## config.mk

```make
export PLATFORM = sky130hd
export DESIGN_NAME = mem_arbiter
export DESIGN_NICKNAME = d
export VERILOG_FILES = /design/src/rtl/mem_arbiter.sv
export SDC_FILE = /design/constraint.sdc
export NUM_CORES = 1
export LEC_CHECK = 0
export CAP_MARGIN = 20
export CORE_AREA = 4 4 296 298
export DETAILED_ROUTE_END_ITERATION = 8
export DIE_AREA = 0 0 300 302
export HOLD_SLACK_MARGIN = 0.06
export PLACE_DENSITY = 0.41
export SLEW_MARGIN = 40
export SYNTH_ARGS = -nofsm -noshare
export SYNTH_HDL_FRONTEND = slang
export SYNTH_SLANG_ARGS = --single-unit
```

## constraint.sdc

```tcl
create_clock -name m_clk_i -period 26.1 [get_ports m_clk_i]
set_input_delay 6.525 -clock m_clk_i [delete_from_list [all_inputs] [get_ports m_clk_i]]
set_output_delay 6.525 -clock m_clk_i [all_outputs]
set_load 0.02 [all_outputs]
```

## src/rtl/mem_arbiter.sv

```systemverilog
// Round-robin arbiter sharing one burst memory port between I-cache refills and
// D-cache refill/write-back, with saturating per-requester grant counters.
module mem_arbiter #(
    parameter int          c_block_size    = 2,
    parameter int          c_line_size     = 32,
    parameter int          address_size    = 32,
    parameter logic [15:0] c_grant_cnt_max = 16'hFFFF
) (
    input  logic                                          m_clk_i,
    input  logic                                          m_reset_i,
    input  logic                                          i_read_i,
    input  logic [address_size-c_block_size-3:0]          i_addr_i,
    output logic [(2**c_block_size)*c_line_size-1:0]      i_rdata_o,
    output logic                                          i_busywait_o,
    output logic                                          i_done_o,
    input  logic                                          d_read_i,
    input  logic                                          d_write_i,
    input  logic [address_size-c_block_size-3:0]          d_addr_i,
    input  logic [(2**c_block_size)*c_line_size-1:0]      d_wdata_i,
    output logic [(2**c_block_size)*c_line_size-1:0]      d_rdata_o,
    output logic                                          d_busywait_o,
    output logic                                          d_done_o,
    output logic                                          mem_read_o,
    output logic                                          mem_write_o,
    output logic [address_size-c_block_size-3:0]          mem_addr_o,
    output logic [(2**c_block_size)*c_line_size-1:0]      mem_wdata_o,
    input  logic [(2**c_block_size)*c_line_size-1:0]      mem_rdata_i,
    input  logic                                          mem_busywait_i,
    input  logic                                          mem_done_i,
    output logic [15:0]                                   i_grant_cnt_o,
    output logic [15:0]                                   d_grant_cnt_o
);

    typedef enum logic [2:0] {IDLE, SERVE_I, SERVE_D, RESP_I, RESP_D} state_t;

    state_t state, state_next;
    logic   grant_i, grant_d;
    logic   d_req;
    logic   last_grant_d;
    logic   op_write;
    logic   unused_mem_busywait;

    assign d_req               = d_read_i | d_write_i;
    assign unused_mem_busywait = mem_busywait_i;

    always_ff @(posedge m_clk_i or posedge m_reset_i) begin
        if (m_reset_i) begin
            state <= IDLE;
        end else begin
            state <= state_next;
        end
    end

    // On contention the requester that did not win last time gets the port.
    always_comb begin
        state_next = state;
        grant_i    = 1'b0;
        grant_d    = 1'b0;
        case (state)
            IDLE: begin
                if (i_read_i && d_req) begin
                    grant_i = last_grant_d;
                    grant_d = ~last_grant_d;
                end else begin
                    grant_i = i_read_i;
                    grant_d = d_req;
                end
                if (grant_i) begin
                    state_next = SERVE_I;
                end else if (grant_d) begin
                    state_next = SERVE_D;
                end
            end
            SERVE_I: if (mem_done_i) state_next = RESP_I;
            SERVE_D: if (mem_done_i) state_next = RESP_D;
            RESP_I:  state_next = IDLE;
            RESP_D:  state_next = IDLE;
            default: state_next = IDLE;
        endcase
    end

    always_ff @(posedge m_clk_i or posedge m_reset_i) begin
        if (m_reset_i) begin
            mem_addr_o   <= '0;
            mem_wdata_o  <= '0;
            op_write     <= 1'b0;
            last_grant_d <= 1'b0;
        end else if (grant_i) begin
            mem_addr_o   <= i_addr_i;
            op_write     <= 1'b0;
            last_grant_d <= 1'b0;
        end else if (grant_d) begin
            mem_addr_o   <= d_addr_i;
            mem_wdata_o  <= d_wdata_i;
            op_write     <= d_write_i;
            last_grant_d <= 1'b1;
        end
    end

    // Counters stick at the ceiling instead of wrapping.
    always_ff @(posedge m_clk_i or posedge m_reset_i) begin
        if (m_reset_i) begin
            i_grant_cnt_o <= '0;
            d_grant_cnt_o <= '0;
        end else begin
            if (grant_i && (i_grant_cnt_o < c_grant_cnt_max)) begin
                i_grant_cnt_o <= i_grant_cnt_o + 16'd1;
            end
            if (grant_d && (d_grant_cnt_o < c_grant_cnt_max)) begin
                d_grant_cnt_o <= d_grant_cnt_o + 16'd1;
            end
        end
    end

    always_ff @(posedge m_clk_i or posedge m_reset_i) begin
        if (m_reset_i) begin
            i_rdata_o <= '0;
            d_rdata_o <= '0;
        end else begin
            if ((state == SERVE_I) && mem_done_i) begin
                i_rdata_o <= mem_rdata_i;
            end
            if ((state == SERVE_D) && mem_done_i && !op_write) begin
                d_rdata_o <= mem_rdata_i;
            end
        end
    end

    assign mem_read_o   = (state == SERVE_I) || ((state == SERVE_D) && !op_write);
    assign mem_write_o  = (state == SERVE_D) && op_write;
    assign i_done_o     = (state == RESP_I);
    assign d_done_o     = (state == RESP_D);
    assign i_busywait_o = i_read_i & ~i_done_o;
    assign d_busywait_o = d_req & ~d_done_o;

endmodule

```

### Word-level counts from Yosys, hierarchy flattened

Index checks and enable logic that the tools add are counted.

* latch bits: 0
* input bits: 319
* memories kept: 0
* ROM bits: 0
* bits in writable memories: 0
* output and inout port bits: 450
* logic and storage cells: 58
* bits in registers: 449

* shift operators: 0
* reduce and logical (&&, ||, !) cells: 14
* $mul: 0
* magnitude comparators: 2
* muxes and demuxes: 17
* bitwise logic cells: 7
* divide/modulo/power cells: 0
* $add $sub $neg: 2
* eq/ne operators: 7

Operators with widths (number)
* 2-to-1 mux 28 bit: 2
* adder 16 x 1 -> 16 bit, second input constant: 2
* less-than comparator 16 bit, second input constant: 2
* 2-to-1 mux 3 bit: 4
* 2-to-1 mux 1 bit: 10
* case mux 3 bit (3 select lines): 1
* logical AND 1 bit: 8
* == test 3 x 2 -> 1 bit, second input constant: 2
* != test 2 bit, second input constant: 2
* inverter 1 bit: 4
* == test 3 x 1 -> 1 bit, second input constant: 1
* == test 3 bit, second input constant: 1
* zero test 3 bit: 1
* != test 3 bit, second input constant: 1
* AND reduction 3 bit: 1
* AND 1 bit: 2
* AND reduction 2 bit: 1
* nonzero test 2 bit: 1
* zero test 1 bit: 1
* logical OR 1 bit: 1
* bitwise OR 1 bit: 1

### Longest topological paths before layout

Gate-level depths: netlist of run 1.

* depth in word-level cells: 7
* depth in mapped cells: 7
* mapped depth without buffers: 5

### Least setup slack after synthesis of run 1

Ideal clock, no wire load.

* path type: input to output
* start point: input port i_read_i
* end point: output port i_busywait_o
* data required time: 19575 ps
* path slack: 12723 ps
* stages: 1
* data arrival time: 6852 ps
* cell sequence: nor2b_1

* longest elaborated chain between the ends: 1

Ends and longest elaborated chain
* from (decl): RTL line 11 `input logic i_read_i,`
* AND 1 bit: RTL line 133 `assign i_busywait_o = i_read_i & ~i_done_o;`
* to (decl): RTL line 14 `output logic i_busywait_o,`

Every way passes these cells.

### Worst setup path after layout of run 1

Same ends and word-level chain as after synthesis.

==> metrics.cfg, run 1 <==
[cts]
clk_pin_slew_worst_paths_ns = 0.05
cts_hold_buf = 0
cts_buffer_depth = 3
tritoncts = yes
postCtsSetupBuffers = 0
clock_latency_ns = 0.58
cts.repair.resized = 0
clock_sinks = 449
htree_num_levels = 2
cts_made_buffers = 55
clk_root_buffer_cell = clkbuf_16

[worst_setup_path]
criticalPathCategory = in2out
cp.required_ns = 19.58
cp-startpoint = i_read_i
r2r_start = state[1]
worstPathArrival_ns = 8.08
start_kind = input pin
endpoint_kind = primary output
path_max_fanout = 7

[detailed_routing]
viasPerCell = 3.967
drc = 0
drtIter0Drc = 552
firstDrtPassIters = 4
routed_wl_um = 66580
routedWlPerCell_um = 19.92
vias = 13260
ant_nets = 0

[global_routing]
grt_pass1_vias = 14190
grtUsageTotal = 0.1392
grt-ovfl-total = 0
grt_max_degree = 106
use_met3 = 0.05971
use_met2 = 0.2366
gr-max-usage-layer = met2
grt_pass1_wl_um = 95690
antenna_found_initial = 13
met1_usage = 0.1557

[synth]
synth_area_mm2 = 0.01773
synth_edf_count = 0
syn_area_per_cell_um2 = 12.83
ys_warn_count = 0
syn_nets = 1703
ys_seq_elements = 449
synth_cell_types = 41
postSynthCellCount = 1382
async_flop_share = 1.000
ys.flop_type = dfrtp_1
ys_seq_area_frac = 0.6339

[timing]
fin_crit_ns = 14.60
finalSetupViolCount = 0
fin_crit_sh = 0.5596
drv_slew = 0
max_slew_margin = 0.4486
finalClockSkew_ns = 0.01169
fin_tns_setup_ns = 0
grt_setup_unrepaired = no
fmax_ghz = 0.06847
tightest_slew_ns = 0.8272
final_hold_viol_count = 0
setup_slack_ns = 11.50

[placed_design]
place_area_mm2 = 0.02658
dpl_worst_slack_ns = 11.50
dp_hpwl_um = 48700
port_buffers = 767
gp_congestion = 0.7784
dpl.cell_count = 3236

[final_layout]
fin_cells = 3343
area_growth_pct = 60.46
drive_above_1_share = 0.1675
postLayoutCellArea_mm2 = 0.02844
fin_util = 0.3351
nNetsFinal = 2473
fill_cells = 8610

[die]
rows = 107
dieWidth_um = 300
core_area_mm2 = 0.08488
die_y_um = 302
start_util = 0.2088
die_area_mm2 = 0.09060
ios = 769

[power_and_ir_drop]
ir_worst_vdd_v = 0.00005623
p_leak_nw = 12.70
power_density_mw_per_mm2 = 136.1

[worst_hold_path]
min-delay-start = mem_addr_o[0]
hold_class = reg2reg

[flow_run]
cap_violations = 0

[run_status]
status = finished, final reports clean

state kept, by name, summed over array words and instances, names as in the netlist:
| signal | cells |
|---|---|
| i_grant_cnt_o | 16 |
| mem_addr_o | 28 |
| d_grant_cnt_o | 16 |
| d_rdata_o | 128 |
| mem_wdata_o | 128 |
| last_grant_d | 1 |
| state | 3 |
| op_write | 1 |
| i_rdata_o | 128 |
power breakdown:
| group | switching (W) | total [W] | internal (W) | leakage, nW |
|---|---|---|---|---|
| clock | 0.000301 | 0.000756 | 0.000455 | 0.865 |
| combinational | 0.000966 | 0.00189 | 0.000928 | 6.35 |
| sequential | 0.000189 | 0.00122 | 0.00103 | 5.48 |
layer usage:
metal,routed length (um),part of all wire
met2,32460,0.49
met1,25040,0.38
met5,41,0.00062
met4,2324,0.035
met3,6710,0.10
worst max-delay path, cell delays in order:
cell             delay (ns)
clkdlybuf4s50_1        0.76
nor2b_1                0.18
clkdlybuf4s50_1        0.61
final cells by class:
cell class	instances	area, um^2	share of cell area
Clock inverter	11	146.4	0.005147
Antenna cell	8	20.02	0.0007038
Clock buffer	85	1629	0.05727
Tap cell	1144	1431	0.05032
Inverter	2	20.02	0.0007038
Timing Repair Buffer	781	7858	0.2763
Sequential cell	449	11240	0.3950
Multi-Input combinational cell	863	6103	0.2146
placed cells by master, fill, tap and decap left out, types with 3 or more instances in the layout:
cell type,instances
buf_12,3
clkbuf_16,55
clkdlybuf4s50_1,767
nor2_1,8
a22oi_1,28
dfrtp_1,449
nand2b_1,4
buf_6,8
diode_2,8
nor3_1,14
xor2_1,19
bufinv_16,3
clkinv_2,3
nor3b_1,4
and3_1,6
and4_1,5
clkbuf_8,14
mux2_2,159
nand4_1,14
clkbuf_1,16
xnor2_1,7
nand3_1,10
nand2_1,454
mux2_4,102
synthesized netlist by cell type (all sizes together), types with 3 or more instances:
| cell type | number | area share |
|---|---|---|
| nand2 | 455 | 0.096 |
| xor2 | 19 | 0.0094 |
| nor3 | 15 | 0.0045 |
| dfrtp | 449 | 0.63 |
| a22oi | 28 | 0.012 |
| nor3b | 4 | 0.0017 |
| nor2 | 9 | 0.0019 |
| clkbuf | 18 | 0.0038 |
| and4 | 5 | 0.0025 |
| xnor2 | 7 | 0.0035 |
| nand2b | 4 | 0.0014 |
| nand4 | 14 | 0.0049 |
| buf | 50 | 0.019 |
| nand3 | 11 | 0.0034 |
| mux2 | 261 | 0.19 |
| nor4 | 3 | 0.0019 |
| and3 | 7 | 0.0025 |
per-stage QoR:
step           power (W)  hold slack (ns)
6_report        0.003870           0.4689
5_1_grt         0.004094           0.4919
4_1_cts         0.003942           0.4762
3_5_place_dp    0.003150           0.4613
3_3_place_gp    0.003133           0.4581
2_1_floorplan   0.002185           0.4642
worst paths after layout:
kind / to / slack, ns / depth (start not counted)
min: mem_addr_o[0] / 0.47 / 2
max: i_busywait_o / 11.50 / 3
min in group asynchronous: mem_wdata_o[18] / 6.41 / 2
min reg2reg: mem_addr_o[0] / 0.47 / 2
max in group asynchronous: d_rdata_o[8] / 17.95 / 4
max reg2reg: mem_wdata_o[62] / 23.17 / 6
kinds of logic after synthesis:
logic type | Yosys count | share of synthesized area
flip-flops | 449 | 0.6339
adder cells (fa/ha/maj) | 2 | 0.001412
buffers and inverters | 70 | 0.02350
AND/OR/NAND/NOR | 534 | 0.1242
AO/OA/AOI/OAI | 40 | 0.01680
XOR/XNOR | 26 | 0.01285
multiplexers | 261 | 0.1874
Note: power is estimated with default switching activity, not from simulation.
==> run 2, diff against run 1 <==
Clock period 26.1 ns to 14.45 ns, I/O delays scaled along.
==> run 2 against run 1 <==
Net effect: hold slack gained 0.0021 ns; total power grew 81%; sequential cell count is the same; critical path depth is the same; via count grew 0.53%; design area grew 0.32%; largest power group unchanged; highest routed layer unchanged.
==> metrics.cfg, run 2 (synthesis gave the netlist of run 1 again) <==
[run_status]
status = finished, final reports clean

[worst_hold_path]
hold_class = reg2reg
min-delay-start = mem_addr_o[4]

[final_layout]
top_regs = d_rdata_o (128), i_rdata_o (128), mem_wdata_o (128)
layout_common_cells = 767 x clkdlybuf4s50_1, 454 x nand2_1, 449 x dfrtp_1, 159 x mux2_2, 102 x mux2_4
drive_above_1_share = 0.1694
fill_cells = 8606
nNetsFinal = 2474
area_growth_pct = 60.98
layout_commonest_cell = clkdlybuf4s50_1
fin_util = 0.3362

[power_and_ir_drop]
ir_worst_vdd_v = 0.00009824
power_w = 0.006992
power_density_mw_per_mm2 = 245.0
p_leak_nw = 12.73

[die]
ios = 769
die_y_um = 302
start_util = 0.2088
rows = 107
dieWidth_um = 300
core_area_mm2 = 0.08488
die_area_mm2 = 0.09060

[timing]
finalClockSkew_ns = 0.02171
fmax_ghz = 0.1147
finalSetupViolCount = 0
fin_crit_sh = 0.6032
fin_crit_ns = 8.716
max_slew_margin = 0.4769
tightest_slew_ns = 0.7847
fin_tns_setup_ns = 0
final_hold_viol_count = 0
grt_setup_unrepaired = no
drv_slew = 0

[flow_run]
cap_violations = 0

[cts]
htree_num_levels = 2
cts_made_buffers = 55
clock_sinks = 449
tritoncts = yes
cts.repair.resized = 0
clock_latency_ns = 0.60
cts_hold_buf = 0
cts_buffer_depth = 3
clk_root_buffer_cell = clkbuf_16
postCtsSetupBuffers = 0
clk_pin_slew_worst_paths_ns = 0.06

[global_routing]
grt_max_degree = 139
grt_pass1_wl_um = 95540
grt_pass1_vias = 14330
grtUsageTotal = 0.1384
grt-ovfl-total = 0
antenna_found_initial = 13

[detailed_routing]
top_layer = met5
wl_met2_um = 33900
routedWlPerCell_um = 19.78
drtIter0Drc = 587
firstDrtPassIters = 4
viasPerCell = 3.988
routed_wl_um = 66110
vias = 13330
wl_met3_um = 6751
ant_nets = 0
met1Wirelength_um = 24000
drc = 0

[worst_setup_path]
criticalPathCategory = in2out
r2r_start = state[2]
cp.required_ns = 10.84
path_max_fanout = 7
cp-startpoint = i_read_i
start_kind = input pin
endpoint_kind = primary output
worstPathArrival_ns = 5.10

[placed_design]
dp_hpwl_um = 48420
port_buffers = 767
gp_congestion = 0.7784

==> run 2: area by class of cell <==
cell class / count / area [um^2] / area share
Multi-Input combinational cell: 863 / 6110 / 0.2141
Tap cell: 1144 / 1431 / 0.05016
Sequential cell: 449 / 11240 / 0.3938
Clock inverter: 16 / 183.9 / 0.006446
Inverter: 2 / 11.26 / 0.0003946
Antenna cell: 9 / 22.52 / 0.0007893
Clock buffer: 78 / 1594 / 0.05586
Timing Repair Buffer: 782 / 7946 / 0.2785
==> run 2: worst paths after layout <==
check	endpoint	slack (ns)	cells after the start
setup reg to reg	i_rdata_o[96]	11.56	5
hold reg to reg	mem_addr_o[4]	0.47	2
max in group asynchronous	i_rdata_o[66]	9.08	6
min in group asynchronous	mem_wdata_o[101]	3.41	2
hold / removal	mem_addr_o[4]	0.47	2
setup / recovery	i_busywait_o	5.73	3
==> run 2: metrics by stage <==
step	hold WS [ns]	std cells	setup slack, ns	area, um^2
after global placement	0.4586	3234	5.776	26560
after floorplan	0.4642	1382	4.766	17730
final	0.4709	3343	5.734	28530
after detailed placement	0.4615	3236	5.736	26640
after CTS	0.4758	3330	5.739	28420
after global routing	0.4875	3341	5.702	28530
==> run 2: critical path: stages <==
cell	delay [ns]
clkdlybuf4s50_1	0.70
nor2b_1	0.18
clkdlybuf4s50_1	0.61
==> run 2: routing by layer <==
| metal | GRT usage | up-vias |
|---|---|---|
| li1 | - | 6147 |
| met4 | 0.04026 | 4 |
| met2 | 0.2474 | 503 |
| met5 | 0 | - |
| met1 | 0.1487 | 6593 |
| met3 | 0.06036 | 86 |
==> run 2: power breakdown <==
part / total (W) / internal (W) / switching, W
registers: 0.00220 / 0.00186 / 0.000341
logic: 0.00342 / 0.00168 / 0.00174
clock network: 0.00137 / 0.000815 / 0.000556
==> run 3, diff against run 2 <==
Settings changed: PLACE_DENSITY 0.41 to 0.43.
Clock period 14.45 ns to 7.05 ns, I/O delays scaled along.
==> run 3 against run 2 <==
Net effect: first-iteration DRC count fell by 12%; die area unchanged; utilization increased by 0.087 points; register-to-register slack worse by 7.1 ns; largest power group unchanged; clock skew fell by 0.0058 ns; global-route usage decreased by 0.22 points; cell count rose by 0.30%; largest cell class unchanged; worst setup slack lost 3.8 ns; sequential share of layout area shrank 0.10 points.
==> metrics.cfg, run 3 (synthesis gave the netlist of run 1 again) <==
[detailed_routing]
firstDrtPassIters = 4
wl_met2_um = 32870
viasPerCell = 3.983
ant_nets = 0
drtIter0Drc = 517
top_layer = met5
routedWlPerCell_um = 19.41
drc = 0
routed_wl_um = 65070
wl_met3_um = 6120
vias = 13360
met1Wirelength_um = 24560

[die]
ios = 769
core_area_mm2 = 0.08488
rows = 107
die_area_mm2 = 0.09060
start_util = 0.2088
die_y_um = 302
dieWidth_um = 300

[final_layout]
layout_common_cells = 767 x clkdlybuf4s50_1, 454 x nand2_1, 449 x dfrtp_1, 159 x mux2_2, 102 x mux2_4
fill_cells = 8567
area_growth_pct = 61.40
fin_util = 0.3371
nNetsFinal = 2478
drive_above_1_share = 0.1729
top_regs = d_rdata_o (128), i_rdata_o (128), mem_wdata_o (128)
fin_cells = 3353
layout_commonest_cell = clkdlybuf4s50_1

[timing]
grt_setup_unrepaired = no
fin_crit_ns = 5.138
tightest_slew_ns = 0.8011
finalClockSkew_ns = 0.01587
finalSetupViolCount = 0
fin_tns_setup_ns = 0
final_hold_viol_count = 0
worst_hold_slack_ns = 0.4684
max_slew_margin = 0.4639
fin_crit_sh = 0.7288
drv_slew = 0
fmax_ghz = 0.1946

[placed_design]
port_buffers = 767
gp_congestion = 0.8074
dp_hpwl_um = 48260
dpl.cell_count = 3243

[global_routing]
grtUsageTotal = 0.1362
grt_pass1_vias = 14260
grt_max_degree = 148
antenna_found_initial = 9
grt-ovfl-total = 0
grt_pass1_wl_um = 94530

[cts]
cts_buffer_depth = 3
clock_sinks = 449
cts.repair.resized = 0
postCtsSetupBuffers = 0
clk_pin_slew_worst_paths_ns = 0.06
cts_made_buffers = 55
htree_num_levels = 2
tritoncts = yes
clk_root_buffer_cell = clkbuf_16
cts_hold_buf = 0
clock_latency_ns = 0.59

[worst_setup_path]
path_max_fanout = 7
criticalPathCategory = in2out
endpoint_kind = primary output
worstPathArrival_ns = 3.38
start_kind = input pin
cp.required_ns = 5.29

[worst_hold_path]
hold_class = reg2reg

[power_and_ir_drop]
p_leak_nw = 12.77
ir_worst_vdd_v = 0.0001943
power_density_mw_per_mm2 = 501.7

[run_status]
status = finished, final reports clean

[flow_run]
cap_violations = 0

==> run 3: cell types whose count changed in the layout (fill, tap and decap cells not counted), sizes merged <==
cell,change
clkinvlp,-1
clkinv,+5
buf,+4
diode,-3
clkbuf,+5
==> run 3: report_power, final <==
| part | internal [W] | switching (W) |
|---|---|---|
| registers | 0.00381 | 0.000697 |
| clock network | 0.00171 | 0.00115 |
| logic | 0.00344 | 0.00355 |
==> run 3: worst paths after layout <==
| check | start | endpoint | slack (ns) | depth (start not counted) |
|---|---|---|---|---|
| setup / recovery | i_read_i | i_busywait_o | 1.91 | 3 |
| hold / removal | mem_wdata_o[76] | mem_wdata_o[76] | 0.47 | 2 |
| setup reg to reg | state[1] | mem_wdata_o[94] | 4.47 | 5 |
| hold reg to reg | mem_wdata_o[76] | mem_wdata_o[76] | 0.47 | 2 |
| max in group asynchronous | m_reset_i | i_rdata_o[34] | 3.98 | 5 |
| min in group asynchronous | m_reset_i | mem_wdata_o[103] | 1.53 | 2 |
==> run 3: area by class of cell <==
type / instances / area (um^2) / area share
clock buffer: 83 / 1633 / 0.05707
antenna: 6 / 15.01 / 0.0005248
timing repair buffer: 786 / 7955 / 0.2781
clock inverter: 20 / 209.0 / 0.007304
tap: 1144 / 1431 / 0.05003
inverter: 2 / 11.26 / 0.0003936
multi-input combinational: 863 / 6118 / 0.2139
sequential: 449 / 11240 / 0.3927
==> run 3: layer usage <==
layer,vias up,track usage
met5,-,0
met3,95,0.05627
met4,8,0.03571
met1,6589,0.1492
li1,6186,-
met2,477,0.2440
==> run 3: stage by stage <==
stage	total power, W	instance area, um^2	setup slack, ns
CTS	0.01463	28570	1.911
global placement	0.01158	26630	1.971
global route	0.01516	28600	1.876
floorplan	0.008090	17730	-0.7836
detailed placement	0.01166	26720	1.909
finish	0.01435	28610	1.912
==> run 3: worst max-delay path, cell delays in order <==
cell and delay (ns):
clkdlybuf4s50_1 0.76, nor2b_1 0.22, clkdlybuf4s50_1 0.63
